**src/rtl/lcd_ci_controller.sv**
```systemverilog
// HD44780-class character LCD writer as a Nios II multicycle custom
// instruction: one command/data byte per instruction, 8- or 4-bit bus.
module lcd_ci_controller #(
    parameter int BUS_4BIT       = 0,
    parameter int SETUP_CYC      = 4,
    parameter int EN_CYC         = 12,
    parameter int HOLD_CYC       = 4,
    parameter int CMD_WAIT_CYC   = 2000,
    parameter int CLEAR_WAIT_CYC = 80000
) (
    input  logic        clk,
    input  logic        reset,
    input  logic        clk_en,
    input  logic        start,
    input  logic [31:0] dataa,
    input  logic [31:0] datab,
    output logic        done,
    output logic [31:0] result,
    output logic        lcd_rs,
    output logic        lcd_rw,
    output logic        lcd_en,
    output logic [7:0]  lcd_data
);

    localparam int MAX_SE  = (SETUP_CYC > EN_CYC) ? SETUP_CYC : EN_CYC;
    localparam int MAX_SEH = (MAX_SE > HOLD_CYC) ? MAX_SE : HOLD_CYC;
    localparam int MAX_W   = (CMD_WAIT_CYC > CLEAR_WAIT_CYC) ?
                             CMD_WAIT_CYC : CLEAR_WAIT_CYC;
    localparam int MAX_CYC = (MAX_SEH > MAX_W) ? MAX_SEH : MAX_W;
    localparam int CW      = $clog2(MAX_CYC + 1);

    localparam logic [CW-1:0] SETUP_LAST = CW'(SETUP_CYC - 1);
    localparam logic [CW-1:0] EN_LAST    = CW'(EN_CYC - 1);
    localparam logic [CW-1:0] HOLD_LAST  = CW'(HOLD_CYC - 1);
    localparam logic [CW-1:0] CMD_LAST   = CW'(CMD_WAIT_CYC - 1);
    localparam logic [CW-1:0] CLEAR_LAST = CW'(CLEAR_WAIT_CYC - 1);

    typedef enum logic [2:0] {
        S_IDLE,
        S_SETUP,
        S_EN_HI,
        S_HOLD,
        S_WAIT,
        S_DONE
    } state_t;

    state_t        state_q, state_d;
    logic [CW-1:0] cnt_q, cnt_d, last_cnt;
    logic          phase_end;
    logic          rs_q, rs_d;
    logic          clear_q, clear_d;
    logic          lo_q, lo_d;
    logic          en_q, en_d;
    logic          done_q, done_d;
    logic [7:0]    byte_q, byte_d;
    logic [7:0]    data_q, data_d;
    logic [31:0]   result_q, result_d;
    logic          unused_bits;

    always_comb begin
        case (state_q)
            S_SETUP: last_cnt = SETUP_LAST;
            S_EN_HI: last_cnt = EN_LAST;
            S_HOLD:  last_cnt = HOLD_LAST;
            S_WAIT:  last_cnt = clear_q ? CLEAR_LAST : CMD_LAST;
            default: last_cnt = '0;
        endcase
        phase_end = (cnt_q == last_cnt);
    end

    always_comb begin
        state_d  = state_q;
        cnt_d    = cnt_q;
        rs_d     = rs_q;
        clear_d  = clear_q;
        lo_d     = lo_q;
        en_d     = en_q;
        done_d   = done_q;
        byte_d   = byte_q;
        data_d   = data_q;
        result_d = result_q;
        // Holding every _d at its _q while clk_en is low freezes the block.
        if (clk_en) begin
            cnt_d = phase_end ? '0 : cnt_q + CW'(1);
            case (state_q)
                S_IDLE: begin
                    if (start) begin
                        rs_d    = dataa[0];
                        byte_d  = datab[7:0];
                        clear_d = !dataa[0] &&
                                  (datab[7:0] == 8'h01 || datab[7:0] == 8'h02);
                        data_d  = (BUS_4BIT != 0) ?
                                  {datab[7:4], 4'h0} : datab[7:0];
                        lo_d    = 1'b0;
                        state_d = S_SETUP;
                    end
                end
                S_SETUP: begin
                    if (phase_end) begin
                        en_d    = 1'b1;
                        state_d = S_EN_HI;
                    end
                end
                S_EN_HI: begin
                    if (phase_end) begin
                        en_d    = 1'b0;
                        state_d = S_HOLD;
                    end
                end
                S_HOLD: begin
                    if (phase_end) begin
                        if (BUS_4BIT != 0 && !lo_q) begin
                            lo_d    = 1'b1;
                            data_d  = {byte_q[3:0], 4'h0};
                            state_d = S_SETUP;
                        end else begin
                            state_d = S_WAIT;
                        end
                    end
                end
                S_WAIT: begin
                    if (phase_end) begin
                        done_d   = 1'b1;
                        result_d = {23'b0, rs_q, byte_q};
                        state_d  = S_DONE;
                    end
                end
                S_DONE: begin
                    done_d  = 1'b0;
                    state_d = S_IDLE;
                end
                default: state_d = S_IDLE;
            endcase
        end
    end

    always_ff @(posedge clk) begin
        if (reset) begin
            state_q  <= S_IDLE;
            cnt_q    <= '0;
            rs_q     <= 1'b0;
            clear_q  <= 1'b0;
            lo_q     <= 1'b0;
            en_q     <= 1'b0;
            done_q   <= 1'b0;
            byte_q   <= '0;
            data_q   <= '0;
            result_q <= '0;
        end else begin
            state_q  <= state_d;
            cnt_q    <= cnt_d;
            rs_q     <= rs_d;
            clear_q  <= clear_d;
            lo_q     <= lo_d;
            en_q     <= en_d;
            done_q   <= done_d;
            byte_q   <= byte_d;
            data_q   <= data_d;
            result_q <= result_d;
        end
    end

    assign done        = done_q;
    assign result      = result_q;
    assign lcd_rs      = rs_q;
    assign lcd_rw      = 1'b0;
    assign lcd_en      = en_q;
    assign lcd_data    = data_q;
    assign unused_bits = ^{dataa[31:1], datab[31:8]};

endmodule

```
**config.mk**
```make
export PLATFORM = sky130hd
export DESIGN_NAME = lcd_ci_controller
export DESIGN_NICKNAME = d
export VERILOG_FILES = /design/src/rtl/lcd_ci_controller.sv
export SDC_FILE = /design/constraint.sdc
export NUM_CORES = 1
export LEC_CHECK = 0
export ABC_CLOCK_PERIOD_IN_PS = 2300
export BUFFER_PORTS_ARGS = -buffer_cell sky130_fd_sc_hd__buf_4
export CAP_MARGIN = 10
export CORE_MARGIN = 5
export CORE_UTILIZATION = 45
export CTS_CLUSTER_DIAMETER = 120
export CTS_CLUSTER_SIZE = 30
export DETAILED_ROUTE_END_ITERATION = 8
export PLACE_DENSITY = 0.8
export SETUP_SLACK_MARGIN = 0.2
export SLEW_MARGIN = 5
export SYNTH_ARGS = -nofsm -noshare
export SYNTH_HDL_FRONTEND = slang
export SYNTH_SLANG_ARGS = --single-unit
```
**constraint.sdc**
```tcl
create_clock -name clk -period 2.3 [get_ports clk]
set_input_delay 0.46 -clock clk [delete_from_list [all_inputs] [get_ports clk]]
set_output_delay 0.46 -clock clk [all_outputs]
set_load 0.005 [all_outputs]
```
==> reports/summary.txt <==
Nets: 350
Cts hold-fix bufs: 0
Clock transition at path regs: 80 ps
Synth area leaders: dfxtp_1, mux2i_1, buf_4
Share of the synthesized area in the top cell type: 0.383
Max-cap violation count: 0
WL/cell: 14.0 um
ANT nets after route: 0
CP Launch Point: state_q[2]
Area leader, netlist: dfxtp_1
Worst setup EP type: flip-flop
Clock Tree Buf Depth: 2
Most frequent cells in the layout: nor2_1, buf_4, dfxtp_1, conb_1, mux2i_1
Startpoint Class: flip-flop
Worst path cell trace: buf_6 > or3_4 > a2111oi_4 > o32a_4 > nand4_1 > buf_6 > mux2i_1 > nor2_1
Critical path's slowest cell: dfxtp_4
CTS Root Cell: clkbuf_8
Number of distinct library cells after synthesis: 47
GP Congestion: 0.801
Top cell by count, worst path: buf_6
Die width: 79.1 um
Sequential fraction of the synthesis area: 0.383
Xor/xnor share of the synthesized area: 0.0653
Number of global-route vias before repair: 1655
Worst Skew: 8.33 ps
R2R cell count: 8
Max Fclk: 0.469 GHz
Clk_lat worst skew: 300 ps
Top delay family on crit path: simple AND/OR/NAND/NOR gates
Reg2reg end: result[3]
Final hold vios: 0
Initial antenna violation count: 0
Reg2Reg Launch Point: state_q[2]
Routed wire length: 4.69 mm
Synth Area in Adders: 0.00583
Status: finished, final reports clean
DR iter-0 viols: 162
Synth Instances: 243
Req. time, crit path: 2480 ps
Number of port buffers: 32
Synth Warn #: 0
Max FO, Critical Path: 5
DRT Pass-1 Iters: 4
WHS Endpoint: lcd_data[4]
Worst hold slack: 402 ps
Largest net degree at the start of global routing: 30
I/O pin cnt: 112
Leakage: 1.11 nW
Mapped Area: 2150 um2
CTS tree: done
Worst R2R Setup Slack: 170 ps
Avg Cell Area, Syn: 8.83 um2
CTS Buf Count: 5
RSZ-0062 raised after global routing: true
CP Depth: 8
Die height: 79.1 um
Number of remaining DRC errors: 0
Final Max Slew Viols: 0
Post-synthesis mux area share: 0.0933
Starting Density: 0.460
WP buf/inv: 2
All-Layer GR Usage: 0.151
Simple-gate share of the synthesized area: 0.236
Area grow syn2layout: 20.2%
#FFs+latches synth: 41
CP Class: flip-flop to flip-flop
Final critical-path required period: 2130 ps
Total congestion overflow: 0
Hold path startpoint: datab[4]
CP peak stage delay: 360 ps
First-pass GRT wire length: 7.53 mm
Main combinational cell family by area after synthesis: simple AND/OR/NAND/NOR gates
DP HPWL: 3.22 mm
Hold depth: 3
Core area: 4660 um2
Drt via density: 5.35
H-tree lvl count: 2
Routed vias: 1798
Die area: 6250 um2
WP data arrival: 2310 ps
Worst vdd ir: 0.370 mV
Period Utilization, post-route: 0.927
Hold crit path type: input pin to flip-flop
Number of diodes: 0
Power Total: 0.00153 W
Layout cell share with drive strength beyond 1: 0.259
Row Count: 25
PwrDens: 594 nW/um2
Final setup fails: 0
CTS sink count: 41
Synth Area in Compound Gates: 0.0886
## layout make-up
| class | instances | area (um2) |
|---|---|---|
| fill | 402 | 2080 |
| tap | 54 | 67.6 |
| clock buffer | 5 | 68.8 |
| inverter | 3 | 11.3 |
| multi-input combinational | 184 | 1200 |
| timing repair buffer | 46 | 357 |
| sequential | 41 | 828 |
| clock inverter | 3 | 46.3 |
## cells in the mapped netlist, drive strengths merged
| library cell | number |
|---|---|
| a2bb2oi | 1 |
| nand3b | 1 |
| a41oi | 1 |
| conb | 1 |
| xor2 | 9 |
| a311oi | 2 |
| nand2b | 2 |
| nor2 | 43 |
| buf | 32 |
| o21ai | 3 |
| or3 | 2 |
| nand3 | 5 |
| nor3 | 4 |
| nor4 | 2 |
| nor2b | 4 |
| nand2 | 15 |
| a21o | 2 |
| o41ai | 1 |
| o21bai | 1 |
| nor3b | 1 |
| a21oi | 5 |
| nand4bb | 1 |
| ha | 1 |
| a22oi | 1 |
| nor4b | 1 |
| a31oi | 4 |
| clkbuf | 6 |
| a2111oi | 2 |
| mux2i | 20 |
| or3b | 3 |
| xnor2 | 7 |
| nand4b | 1 |
| inv | 3 |
| dfxtp | 41 |
| o32a | 1 |
| nand4 | 9 |
| and2 | 1 |
| and4 | 1 |
| or4 | 3 |
## layer usage
metal | up-vias | part of all wire | global-route usage
li1 | 861 | - | -
met1 | 877 | 0.41 | 0.177
met2 | 52 | 0.52 | 0.255
met3 | 8 | 0.051 | 0.0431
met4 | 0 | 0.016 | 0.0704
met5 | - | 0 | 0
## how the worst max path moves through the flow
stage	endpoint
after floorplan	cnt_q[11]
after global placement	cnt_q[12]
after detailed placement	cnt_q[8]
after CTS	cnt_q[2]
after global routing	result[7]
final	result[3]
## kinds of logic (layout without fill, tap and decap cells)
| group | Yosys count | count (layout) |
|---|---|---|
| adder cells (fa/ha/maj) | 1 | 1 |
| XOR/XNOR | 16 | 16 |
| flip-flops | 41 | 41 |
| AND/OR/NAND/NOR | 99 | 99 |
| AO/OA/AOI/OAI | 24 | 24 |
| other | 1 | 24 |
| multiplexers | 20 | 20 |
| buffers and inverters | 41 | 57 |
## tightest hold or removal path, delay by kind of cell
kind / cells / cell delay (ps)
mux: 1 / 50
simple gates: 1 / 70
buf+inv: 1 / 80
## flip-flops by register name, indices dropped and copies added (netlist names)
signal,cells
cnt_q,17
result,9
lcd_data,8
state_q,3
clear_q,1
done,1
lcd_en,1
lcd_rs,1
## report_power, final
part / total (W) / switching, W / leakage, nW / internal [W]
clock: 0.000587 / 0.000263 / 0.0543 / 0.000325
sequential: 0.000738 / 0.0000153 / 0.334 / 0.000723
combinational: 0.000207 / 0.000103 / 0.718 / 0.000103
## through the flow
| stage | instances | TNS, ps | setup slack (ps) | instance area, um2 | utilization |
|---|---|---|---|---|---|
| after floorplan | 266 | 0 | 287 | 2230 | - |
| after global placement | 320 | 0 | 18.9 | 2320 | 0.499 |
| after detailed placement | 320 | -1730 | -105 | 2320 | 0.499 |
| after CTS | 333 | 0 | 209 | 2520 | 0.541 |
| after global routing | 336 | 0 | 101 | 2580 | 0.553 |
| final | 336 | 0 | 168 | 2580 | 0.553 |
## what timing repair did
item                       4_1_cts  5_1_grt
hold endpoints to repair         0        0
resized for setup                9        9
cloned                           1        0
pin swaps                        4        5
buffers inserted                 4        3
setup endpoints to repair       30       14
Note: power is estimated with default switching activity, not from simulation.
